===== src/rtl/grid_position_mapper_if.sv =====
// Request/result bundle for grid_position_mapper.
//   in_valid/in_ready : request handshake, in_x/in_y carry N_SQ packed pixel coords
//   out_valid/out_ready: result handshake, out_col/out_row packed grid indices,
//                        out_oob/out_misal per-square flags, out_any_oob = |out_oob
// master: the requester/consumer side; slave: the mapper.
interface grid_position_mapper_if #(
  parameter int unsigned N_SQ    = 4,
  parameter int unsigned COORD_W = 10,
  parameter int unsigned POS_W   = 5
);
  logic                      in_valid;
  logic                      in_ready;
  logic [N_SQ*COORD_W-1:0]   in_x;
  logic [N_SQ*COORD_W-1:0]   in_y;
  logic                      out_valid;
  logic                      out_ready;
  logic [N_SQ*POS_W-1:0]     out_col;
  logic [N_SQ*POS_W-1:0]     out_row;
  logic [N_SQ-1:0]           out_oob;
  logic [N_SQ-1:0]           out_misal;
  logic                      out_any_oob;

  modport master (
    output in_valid, in_x, in_y, out_ready,
    input  in_ready, out_valid, out_col, out_row, out_oob, out_misal, out_any_oob
  );

  modport slave (
    input  in_valid, in_x, in_y, out_ready,
    output in_ready, out_valid, out_col, out_row, out_oob, out_misal, out_any_oob
  );
endinterface


===== src/rtl/grid_position_mapper.sv =====
// grid_position_mapper: maps pixel coordinates of N_SQ piece squares to
// playfield (column, row) cells using subtract-per-cycle division, flagging
// squares outside the playfield (oob) or not on a cell boundary (misal).
// Ports:
//   clk  : rising-edge clock
//   rst  : asynchronous active-high reset
//   bus  : grid_position_mapper_if.slave (request in, result out)
module grid_position_mapper #(
  parameter int unsigned N_SQ     = 4,
  parameter int unsigned COORD_W  = 10,
  parameter int unsigned POS_W    = 5,
  parameter int unsigned CELL     = 20,
  parameter int unsigned X_ORIGIN = 240,
  parameter int unsigned Y_ORIGIN = 40,
  parameter int unsigned COLS     = 10,
  parameter int unsigned ROWS     = 20
) (
  input  logic                   clk,
  input  logic                   rst,
  grid_position_mapper_if.slave  bus
);

  localparam int unsigned K_W = (N_SQ > 1) ? $clog2(N_SQ) : 1;
  localparam int unsigned D_W = COORD_W + 1;

  localparam logic signed [D_W-1:0] X_ORG  = D_W'(X_ORIGIN);
  localparam logic signed [D_W-1:0] Y_ORG  = D_W'(Y_ORIGIN);
  localparam logic signed [D_W-1:0] X_LIM  = D_W'(COLS * CELL);
  localparam logic signed [D_W-1:0] Y_LIM  = D_W'(ROWS * CELL);
  localparam logic [COORD_W-1:0]    CELL_R = COORD_W'(CELL);
  localparam logic [K_W-1:0]        K_LAST = K_W'(N_SQ - 1);

  typedef enum logic [1:0] {IDLE, LOAD, DIV, DONE} state_t;

  state_t                  state;
  logic [K_W-1:0]          k;
  logic [N_SQ*COORD_W-1:0] x_q;
  logic [N_SQ*COORD_W-1:0] y_q;
  logic [COORD_W-1:0]      rem_x;
  logic [COORD_W-1:0]      rem_y;
  logic [POS_W-1:0]        qx;
  logic [POS_W-1:0]        qy;

  logic signed [D_W-1:0]   dx;
  logic signed [D_W-1:0]   dy;
  logic                    load_oob;
  logic                    div_done;
  logic                    last_sq;
  logic [N_SQ-1:0]         oob_upd;

  always_comb begin
    dx       = $signed({1'b0, x_q[k*COORD_W +: COORD_W]}) - X_ORG;
    dy       = $signed({1'b0, y_q[k*COORD_W +: COORD_W]}) - Y_ORG;
    load_oob = (dx < 0) || (dy < 0) || (dx >= X_LIM) || (dy >= Y_LIM);
    div_done = (rem_x < CELL_R) && (rem_y < CELL_R);
    last_sq  = (k == K_LAST);
    // out_any_oob must track out_oob exactly, so both come from this vector
    oob_upd    = bus.out_oob;
    oob_upd[k] = (state == LOAD) && load_oob;
  end

  always_ff @(posedge clk or posedge rst) begin
    if (rst) begin
      state           <= IDLE;
      k               <= '0;
      x_q             <= '0;
      y_q             <= '0;
      rem_x           <= '0;
      rem_y           <= '0;
      qx              <= '0;
      qy              <= '0;
      bus.in_ready    <= 1'b1;
      bus.out_valid   <= 1'b0;
      bus.out_col     <= '0;
      bus.out_row     <= '0;
      bus.out_oob     <= '0;
      bus.out_misal   <= '0;
      bus.out_any_oob <= 1'b0;
    end else begin
      case (state)
        IDLE: begin
          if (bus.in_valid) begin
            x_q          <= bus.in_x;
            y_q          <= bus.in_y;
            k            <= '0;
            bus.in_ready <= 1'b0;
            state        <= LOAD;
          end
        end

        LOAD: begin
          if (load_oob) begin
            bus.out_col[k*POS_W +: POS_W] <= '0;
            bus.out_row[k*POS_W +: POS_W] <= '0;
            bus.out_misal[k]              <= 1'b0;
            bus.out_oob                   <= oob_upd;
            bus.out_any_oob               <= |oob_upd;
            if (last_sq) state <= DONE;
            else begin
              k     <= k + 1'b1;
              state <= LOAD;
            end
          end else begin
            rem_x <= dx[COORD_W-1:0];
            rem_y <= dy[COORD_W-1:0];
            qx    <= '0;
            qy    <= '0;
            state <= DIV;
          end
        end

        DIV: begin
          if (div_done) begin
            bus.out_col[k*POS_W +: POS_W] <= qx;
            bus.out_row[k*POS_W +: POS_W] <= qy;
            bus.out_misal[k]              <= (rem_x != '0) || (rem_y != '0);
            bus.out_oob                   <= oob_upd;
            bus.out_any_oob               <= |oob_upd;
            if (last_sq) state <= DONE;
            else begin
              k     <= k + 1'b1;
              state <= LOAD;
            end
          end else begin
            if (rem_x >= CELL_R) begin
              rem_x <= rem_x - CELL_R;
              qx    <= qx + 1'b1;
            end
            if (rem_y >= CELL_R) begin
              rem_y <= rem_y - CELL_R;
              qy    <= qy + 1'b1;
            end
          end
        end

        DONE: begin
          // first DONE cycle raises out_valid so results settle one edge before presentation
          if (!bus.out_valid) begin
            bus.out_valid <= 1'b1;
          end else if (bus.out_ready) begin
            bus.out_valid <= 1'b0;
            bus.in_ready  <= 1'b1;
            state         <= IDLE;
          end
        end

        default: state <= IDLE;
      endcase
    end
  end

endmodule

===== src/flat_wrapper.sv =====
// flat-port wrapper written by rule: the top's interface ports become plain ports
module grid_position_mapper_flat 
#(
  parameter int unsigned N_SQ     = 4,
  parameter int unsigned COORD_W  = 10,
  parameter int unsigned POS_W    = 5,
  parameter int unsigned CELL     = 20,
  parameter int unsigned X_ORIGIN = 240,
  parameter int unsigned Y_ORIGIN = 40,
  parameter int unsigned COLS     = 10,
  parameter int unsigned ROWS     = 20
)
  (clk, rst, bus_in_valid, bus_in_x, bus_in_y, bus_out_ready, bus_in_ready, bus_out_valid, bus_out_col, bus_out_row, bus_out_oob, bus_out_misal, bus_out_any_oob);
  grid_position_mapper_if #(.N_SQ(N_SQ), .COORD_W(COORD_W), .POS_W(POS_W)) bus_i ();
  input  logic clk;
  input  logic rst;
  input wire logic [$bits(bus_i.in_valid)-1:0] bus_in_valid;
  input wire logic [$bits(bus_i.in_x)-1:0] bus_in_x;
  input wire logic [$bits(bus_i.in_y)-1:0] bus_in_y;
  input wire logic [$bits(bus_i.out_ready)-1:0] bus_out_ready;
  output wire logic [$bits(bus_i.in_ready)-1:0] bus_in_ready;
  output wire logic [$bits(bus_i.out_valid)-1:0] bus_out_valid;
  output wire logic [$bits(bus_i.out_col)-1:0] bus_out_col;
  output wire logic [$bits(bus_i.out_row)-1:0] bus_out_row;
  output wire logic [$bits(bus_i.out_oob)-1:0] bus_out_oob;
  output wire logic [$bits(bus_i.out_misal)-1:0] bus_out_misal;
  output wire logic [$bits(bus_i.out_any_oob)-1:0] bus_out_any_oob;
  assign bus_i.in_valid = bus_in_valid;
  assign bus_i.in_x = bus_in_x;
  assign bus_i.in_y = bus_in_y;
  assign bus_i.out_ready = bus_out_ready;
  assign bus_in_ready = bus_i.in_ready;
  assign bus_out_valid = bus_i.out_valid;
  assign bus_out_col = bus_i.out_col;
  assign bus_out_row = bus_i.out_row;
  assign bus_out_oob = bus_i.out_oob;
  assign bus_out_misal = bus_i.out_misal;
  assign bus_out_any_oob = bus_i.out_any_oob;
  grid_position_mapper #(.N_SQ(N_SQ), .COORD_W(COORD_W), .POS_W(POS_W), .CELL(CELL), .X_ORIGIN(X_ORIGIN), .Y_ORIGIN(Y_ORIGIN), .COLS(COLS), .ROWS(ROWS)) u_core (.clk(clk), .rst(rst), .bus(bus_i));
endmodule

===== config.mk =====
export PLATFORM = sky130hd
export DESIGN_NAME = grid_position_mapper_flat
export DESIGN_NICKNAME = d
export VERILOG_FILES = /design/src/rtl/grid_position_mapper_if.sv /design/src/rtl/grid_position_mapper.sv /design/src/flat_wrapper.sv
export SDC_FILE = /design/constraint.sdc
export NUM_CORES = 1
export LEC_CHECK = 0
export BUFFER_PORTS_ARGS = -buffer_cell sky130_fd_sc_hd__buf_2
export CAP_MARGIN = 20
export CORE_MARGIN = 3
export CORE_UTILIZATION = 25
export DETAILED_ROUTE_END_ITERATION = 8
export RECOVER_POWER = 50
export SYNTH_ARGS = -nofsm -noshare
export SYNTH_HDL_FRONTEND = slang
export SYNTH_SLANG_ARGS = --single-unit

===== constraint.sdc =====
create_clock -name clk -period 12.45 [get_ports clk]
set_input_delay 1.8675 -clock clk [delete_from_list [all_inputs] [get_ports clk]]
set_output_delay 1.8675 -clock clk [all_outputs]
set_load 0.005 [all_outputs]

==> flow_summary_export.csv, run 1 <==
group,metric,value,unit
status,status,"finished, violations left",
status,violations,"max-capacitance violations, max-slew violations",
worst_setup_path,worst-r2r-cell-count,5,
routing,drt_iter0_markers,489,
floorplanning,initial_utilization,0.254,
min_path,min-delay-path-class,"register to register",
timing,finClkSkew,9.68,ps
worst_setup_path,cp.arrival,5650,ps
floorplanning,pin_count,135,
placed_design,gp_routability_congestion,0.779,
logic_synthesis,netlist_instances,657,
clock_network,post_cts.repair.setup_buffers,0,
flow_run,max-cap-violations,2,
floorplanning,chipWidth,188,um
routing,drtAntennaViolNets,0,
routing,route.detailed.wl_per_inst,17.1,um
worst_setup_path,path_max_fanout,75,
worst_setup_path,critical-path-max-stage-delay,2820,ps
logic_synthesis,syn-mean-instance-area,12.6,sq um
timing,fin_crit_sh,0.425,
timing,max_slew_margin,-2.00,
clock_network,clock_insertion_delay_worst_skew,440,ps
worst_setup_path,critical-path-top-delay-family,"buffers and inverters",
routing,drt_drc_violations_left,0,
clock_network,hold_buffers,0,
clock_network,cts_root_buf,"sky130_fd_sc_hd__clkbuf_16",
grt,grt_max_degree,103,
logic_synthesis,synthesis.area,0.00828,sq mm
worst_setup_path,timing.critical_path.slowest_stage_cell,"sky130_fd_sc_hd__clkbuf_1",
routing,dr_total_vias,5935,
logic_synthesis,postSynthRegisterBits,165,
placed_design,place.detailed.hpwl,15.6,mm
layout,fin_nets,891,
worst_setup_path,crit_path_start_kind,"primary input",
logic_synthesis,yosys_warnings,0,
worst_setup_path,required,12810,ps
worst_setup_path,crit_chain,"clkbuf_1, nand2_1, clkbuf_1, mux2_2",
grt,grt_first_pass_wirelength,33.6,mm
worst_setup_path,worst-path-stages,4,
routing,total_wire_length,21.3,mm
worst_setup_path,crit_path_end_kind,"register",
logic_synthesis,synth_enable_flop_cells,0,
timing,finalHoldViolations,0,
logic_synthesis,netlist-cell-type-count,72,
timing,setup_violations,0,
clock_network,tritoncts_clock_tree,"done",
grt,grt_overflow_total,0,
floorplanning,dieHeight,188,um
clock_network,clock_sinks,165,
logic_synthesis,dominantRegCellSynth,"sky130_fd_sc_hd__dfrtp_1",
grt,number_of_antenna_violations_at_the_first_check_in_global_routing,4,
timing,fmax,0.189,GHz
power,pwr_density_cell,271,mW/mm^2
power,ir_worst_vdd,0.121,mV
layout,drive_above_1_share,0.338,
grt,vias_in_the_first_global_route,5750,
timing,report.final.slew_viol_count,179,
timing,post-route-min-period,5290,ps
logic_synthesis,synth_async_sr_flop_share,1.00,
floorplanning,die_area,0.0353,sq mm
routing,avgViaCountPerCell,4.79,
power,power.static_leakage,4.29,nW
logic_synthesis,synth.net_count,764,
routing,drt_pre_antenna_iters,5,
clock_network,worst_setup_hold_path_clk_slew,70,ps
worst_setup_path,timing_worst_setup_path_type,"primary input to register",
placed_design,io_buffer_count,134,
grt,globalRouteTotalUtil,0.120,
floorplanning,fp.coreArea,0.0326,sq mm
clock_network,numCtsBuffers,17,
power,totalPowerFinal,2.70,mW
layout,area_delta_synth_final,20.3,%
floorplanning,rows,66,
worst_setup_path,critical-path-top-cell-by-count,"sky130_fd_sc_hd__clkbuf_1",
clock_network,cts_resized,0,
min_path,hold-path-cell-count,1,
timing,worst_slew_pin_slew,4470,ps
layout,final_core_utilization,0.305,
timing,fin_setup_tns,0,ps
worst_setup_path,worstPathBufferInverterCount,2,
clock_network,cts.path.max_buffers,2,
clock_network,h_tree_level_count,4,
logic_synthesis,seq_area_frac_synth,0.499,
timing,grt_setup_unrepaired,"false",
## final cells by class
| cell class | count | area [sq um] |
|---|---|---|
| fill | 3321 | 22700 |
| clock inverter | 13 | 173 |
| timing repair buffer | 142 | 677 |
| tap | 442 | 553 |
| inverter | 19 | 72.6 |
| antenna | 1 | 2.50 |
| multi-input combinational | 439 | 3910 |
| sequential | 165 | 4130 |
| clock buffer | 19 | 443 |
## synthesized netlist by cell type (14+ instances only)
cell,number,area [sq um]
sky130_fd_sc_hd__a21oi_1,20,100
sky130_fd_sc_hd__nand2_1,36,135
sky130_fd_sc_hd__mux4_2,20,450
sky130_fd_sc_hd__mux2_2,87,980
sky130_fd_sc_hd__nor2_1,19,71.3
sky130_fd_sc_hd__dfrtp_1,164,4100
sky130_fd_sc_hd__ha_1,23,288
sky130_fd_sc_hd__inv_1,19,71.3
sky130_fd_sc_hd__o21ai_0,16,80.1
sky130_fd_sc_hd__clkbuf_1,19,71.3
sky130_fd_sc_hd__a22o_1,46,403
sky130_fd_sc_hd__nand3_1,14,70.1
## power by group
part | switching [mW] | total (mW) | internal [mW]
sequential | 0.142 | 0.869 | 0.728
combinational | 0.680 | 1.27 | 0.589
clock | 0.234 | 0.559 | 0.325
## path summary, 6_finish.rpt
kind                                  from                     to  slack (ps)
setup / recovery              bus_in_valid          u_core.x_q[8]        7160
hold / removal             u_core.rem_y[2]        u_core.rem_y[2]         490
setup reg to reg           u_core.state[0]          u_core.x_q[8]        7920
hold reg to reg            u_core.rem_y[2]        u_core.rem_y[2]         490
max in group asynchronous              rst         u_core.y_q[31]        7340
min in group asynchronous              rst  u_core.bus.out_col[4]        2770
## per-stage QoR
stage	hold slack, ps	setup slack [ps]	cell area, sq um	instances
after floorplan	452	6120	8280	657
after global placement	476	8040	9410	1207
after detailed placement	477	7950	9410	1207
after CTS	489	7930	10000	1239
after global routing	514	6560	9960	1239
final	489	7160	9960	1240
## cell usage in the layout, fill, tap and decap left out, types with 8 or more instances in the layout
| master | n |
|---|---|
| sky130_fd_sc_hd__mux4_2 | 20 |
| sky130_fd_sc_hd__o21ai_0 | 16 |
| sky130_fd_sc_hd__nand3_1 | 14 |
| sky130_fd_sc_hd__and3_1 | 8 |
| sky130_fd_sc_hd__nor2_1 | 19 |
| sky130_fd_sc_hd__inv_1 | 18 |
| sky130_fd_sc_hd__nand2_1 | 36 |
| sky130_fd_sc_hd__buf_2 | 94 |
| sky130_fd_sc_hd__a22o_1 | 46 |
| sky130_fd_sc_hd__ha_1 | 23 |
| sky130_fd_sc_hd__nand2b_1 | 8 |
| sky130_fd_sc_hd__a31oi_1 | 13 |
| sky130_fd_sc_hd__a21oi_1 | 20 |
| sky130_fd_sc_hd__dfrtp_1 | 163 |
| sky130_fd_sc_hd__or4_1 | 9 |
| sky130_fd_sc_hd__mux2_2 | 87 |
| sky130_fd_sc_hd__clkbuf_1 | 42 |
| sky130_fd_sc_hd__o31ai_1 | 8 |
| sky130_fd_sc_hd__clkbuf_16 | 17 |
## kinds of logic after synthesis
kind of cell	after synthesis	synth area share
multiplexers	118	0.189
AND/OR/NAND/NOR	141	0.0946
adder cells (fa/ha/maj)	23	0.0348
AO/OA/AOI/OAI	149	0.145
XOR/XNOR	8	0.00846
buffers and inverters	53	0.0292
flip-flops	165	0.499
## sequential cells by signal (all words and copies together), names as in the netlist, 2 cells and up
name / cells
u_core.qx: 5
u_core.state: 2
u_core.y_q: 40
u_core.k: 2
u_core.x_q: 40
u_core.rem_y: 10
u_core.rem_x: 10
u_core.bus.out_col: 20
u_core.qy: 5
u_core.bus.out_row: 20
u_core.bus.out_misal: 4
u_core.bus.out_oob: 4
## per-layer routing
| layer | vias to the layer above | share of wire | GRT usage |
|---|---|---|---|
| met2 | 212 | 0.43 | 0.171 |
| li1 | 2758 | - | - |
| met4 | 8 | 0.0079 | 0.0277 |
| met5 | - | 0.0023 | 0 |
| met3 | 21 | 0.067 | 0.0376 |
| met1 | 2936 | 0.50 | 0.178 |
(Power assumes the default switching activity.)
==> run 2: changes to the inputs <==
--- a/config.mk
+++ b/config.mk
@@ -5,6 +5,7 @@
 export SDC_FILE = /design/constraint.sdc
 export NUM_CORES = 1
 export LEC_CHECK = 0
+export ABC_AREA = 1
 export BUFFER_PORTS_ARGS = -buffer_cell sky130_fd_sc_hd__buf_2
 export CAP_MARGIN = 20
 export CORE_MARGIN = 3
==> constraint.sdc (replaced) <==
create_clock -name clk -period 4.9 [get_ports clk]
set_input_delay 0.735 -clock clk [delete_from_list [all_inputs] [get_ports clk]]
set_output_delay 0.735 -clock clk [all_outputs]
set_load 0.005 [all_outputs]
==> run 2 against run 1 <==
Effect of this change: via count up 18%; the flow still finishes with violations (max-capacitance violations, max-slew violations); cell count up 27%; utilization down 0.13 points; synthesized cell count up 51%; sequential share of layout area down 1.2 points; critical endpoint is now u_core.k[0]; sequential power rose to 2.5 times the previous value; largest power group unchanged; non-clock buffer count up 2; largest cell class unchanged; clock skew up 11 ps; design area up 2.9%.
==> flow_summary_export.csv, run 2 <==
group,metric,value,unit
logic_synthesis,post_synth_xor_area_fraction,0.0112,
routing,total_wire_length,22.2,mm
routing,route.detailed.wl_per_inst,14.1,um
worst_setup_path,critical-path-top-delay-family,"simple AND/OR/NAND/NOR gates",
logic_synthesis,adder_cell_area_share_of_the_yosys_netlist,0.0336,
logic_synthesis,top_area_cells_in_the_synthesized_netlist,"sky130_fd_sc_hd__dfrtp_1 48%, sky130_fd_sc_hd__nand2_1 14%, sky130_fd_sc_hd__mux2_2 9.8%",
clock_network,hold_buffers,0,
layout,biggestRegsByFlops,"u_core.x_q: 40 flops, u_core.y_q: 40 flops",
clock_network,post_cts.repair.setup_buffers,0,
worst_setup_path,critical-path-top-cell-by-count,"sky130_fd_sc_hd__nand2_1",
timing,post-route-min-period,3530,ps
grt,vias_in_the_first_global_route,6667,
timing,setup_violations,0,
grt,grt_first_pass_wirelength,35.6,mm
power,power.internal,3.73,mW
routing,drt_pre_antenna_iters,5,
worst_setup_path,crit_path_end_kind,"register",
grt,grt_max_degree,69,
min_path,min-delay-path-class,"primary input to asynchronous set/reset pin",
grt,grt_overflow_total,0,
timing,fin_setup_tns,0,ps
logic_synthesis,syn-mean-instance-area,8.67,sq um
clock_network,cts_resized,0,
timing,worst_slew_pin_slew,2340,ps
timing,hold_slack,214,ps
power,p_clk_frac,0.216,
clock_network,cts.path.max_buffers,2,
power,ir_worst_vdd,0.351,mV
routing,drt_drc_violations_left,0,
placed_design,dp_cells,1534,
logic_synthesis,synthesis.area,0.00858,sq mm
placed_design,io_buffer_count,134,
routing,drt_iter0_markers,341,
worst_setup_path,cp.arrival,3890,ps
clock_network,numCtsBuffers,17,
placed_design,placement.cell_area,0.00965,sq mm
layout,fin_nets,1214,
worst_setup_path,crit_path_start_kind,"register",
floorplanning,fp.coreArea,0.0337,sq mm
power,totalPowerFinal,6.47,mW
worst_setup_path,required,5260,ps
logic_synthesis,yosys_warnings,0,
timing,finClkSkew,20.2,ps
logic_synthesis,synthDominantAreaCellType,"sky130_fd_sc_hd__dfrtp_1",
layout,fin_area,0.0102,sq mm
power,share_seq_of_total_power,0.336,
grt,globalRouteTotalUtil,0.123,
logic_synthesis,yosys.cell_count.top_type,"sky130_fd_sc_hd__nand2_1",
power,power.static_leakage,5.00,nW
worst_setup_path,crit_chain,"inv_2, buf_4, nand2_1, nand3_1, nand2_1, nor2_1, nand3_1, nand2_1, nand2_1, nand3_1, nor2_2, nand3_2, nand2_1, nor2_2, inv_1, nor2_1, nand2_1, nand2_1",
logic_synthesis,synth_async_sr_flop_share,1.00,
timing,finalHoldViolations,0,
timing,report.final.slew_viol_count,87,
worst_setup_path,path_max_fanout,25,
layout,final_cell_count_no_fill,1569,
power,netSwitchingPower,2.74,mW
placed_design,preCtsSetupSlack,1320,ps
floorplanning,rows,67,
floorplanning,chipWidth,191,um
routing,dr_total_vias,6987,
logic_synthesis,dominantRegCellSynth,"sky130_fd_sc_hd__dfrtp_1",
clock_network,h_tree_level_count,4,
logic_synthesis,synthDominantCellAreaShare,0.479,
logic_synthesis,muxShareOfSynthArea,0.0985,
timing,grt_setup_unrepaired,"false",
logic_synthesis,netlist_instances,989,
power,power.switching_fraction,0.424,
layout,layout.cells.most_common_list,"311 x sky130_fd_sc_hd__nand2_1, 163 x sky130_fd_sc_hd__dfrtp_1, 128 x sky130_fd_sc_hd__buf_2",
status,status,"finished, violations left",
routing,avgViaCountPerCell,4.45,
placed_design,place.detailed.hpwl,16.1,mm
clock_network,tritoncts_clock_tree,"done",
power,pwr_density_cell,632,mW/mm^2
worst_setup_path,worstPathBufferInverterCount,3,
logic_synthesis,synth_compound_gate_area_share,0.0776,
logic_synthesis,seq_area_frac_synth,0.482,
layout,most_common_cell_after_layout_fill_and_taps_aside,"sky130_fd_sc_hd__nand2_1",
layout,final_core_utilization,0.304,
floorplanning,die_area,0.0366,sq mm
floorplanning,initial_utilization,0.254,
worst_setup_path,timing.critical_path.slowest_stage_cell,"sky130_fd_sc_hd__dfrtp_2",
timing,fin_crit_sh,0.720,
timing,max_slew_margin,-0.559,
placed_design,gp_routability_congestion,0.842,
floorplanning,dieHeight,191,um
clock_network,worst_setup_hold_path_clk_slew,70,ps
timing,fmax,0.283,GHz
clock_network,clock_sinks,165,
floorplanning,pin_count,135,
logic_synthesis,synth_common_cells,"311 x sky130_fd_sc_hd__nand2_1, 164 x sky130_fd_sc_hd__dfrtp_1, 78 x sky130_fd_sc_hd__nor2_1",
worst_setup_path,timing_worst_setup_path_type,"register to register",
logic_synthesis,synth_top_family_by_area,"simple AND/OR/NAND/NOR gates",
layout,num-fill-cells,3601,
status,violations,"max-capacitance violations, max-slew violations",
clock_network,clock_insertion_delay_worst_skew,440,ps
power,share_comb_of_total_power,0.448,
routing,drtAntennaViolNets,0,
timing,layout_setup_ws,1370,ps
flow_run,max-cap-violations,2,
logic_synthesis,synth.net_count,1096,
logic_synthesis,postSynthRegisterBits,165,
logic_synthesis,netlist-cell-type-count,40,
logic_synthesis,simple_gate_portion_of_the_synthesized_area,0.239,
clock_network,cts_root_buf,"sky130_fd_sc_hd__clkbuf_16",
logic_synthesis,synth_enable_flop_cells,0,
layout,area_delta_synth_final,19.5,%
worst_setup_path,critical-path-max-stage-delay,560,ps
grt,number_of_antenna_violations_at_the_first_check_in_global_routing,1,
layout,drive_above_1_share,0.257,
## run 2: cell types whose count changed after synthesis, sizes merged, moves of 10 or more
cell,before,now
o21ai,18,76
mux4,20,0
inv,19,66
a31oi,14,1
nand2,40,320
or4,10,0
nand3,14,76
nor2,21,81
mux2,92,75
a22o,46,1
## run 2: path summary, 6_finish.rpt
check                                start                endpoint  slack, ps  depth (start not counted)
setup / recovery               u_core.k[0]             u_core.k[0]       1370                         18
min in group clk           u_core.rem_x[1]         u_core.rem_x[1]        470                          2
hold / removal                         rst   u_core.bus.out_row[2]        210                          2
setup reg to reg               u_core.k[0]             u_core.k[0]       1370                         18
hold reg to reg            u_core.rem_x[1]         u_core.rem_x[1]        470                          2
max in group asynchronous              rst  u_core.bus.out_row[15]       2230                          3
## run 2: layer usage
layer | track usage | vias to the layer above | part of all wire
li1 | - | 3462 | -
met1 | 0.170 | 3341 | 0.48
met2 | 0.192 | 164 | 0.46
met3 | 0.0323 | 20 | 0.048
met4 | 0.0322 | 0 | 0.012
met5 | 0 | - | 0
## run 2: cells by family (layout without fill, tap and decap cells)
group / count (synthesis) / in the layout
AO/OA/AOI/OAI: 109 / 109
other: 0 / 1
buffers and inverters: 111 / 242
AND/OR/NAND/NOR: 495 / 495
flip-flops: 165 / 165
multiplexers: 75 / 75
adder cells (fa/ha/maj): 23 / 23
XOR/XNOR: 11 / 11
## run 2: final cells by class
type,instances,area (sq um),area share
timing repair buffer,144,756,0.0737
antenna,1,2.50,0.000244
inverter,66,249,0.0243
clock inverter,14,178,0.0173
clock buffer,18,429,0.0419
sequential,165,4130,0.403
tap,448,561,0.0547
multi-input combinational,713,3940,0.385
## run 2: power by group through the flow
stage | logic [mW] | clock network [mW] | registers, mW
after CTS | 2.93 | 1.44 | 2.17
after detailed placement | 2.92 | 0 | 2.19
after floorplan | 2.38 | 0 | 2.08
after global placement | 2.88 | 0 | 2.19
final | 2.90 | 1.40 | 2.18
after global routing | 3.32 | 1.50 | 2.24
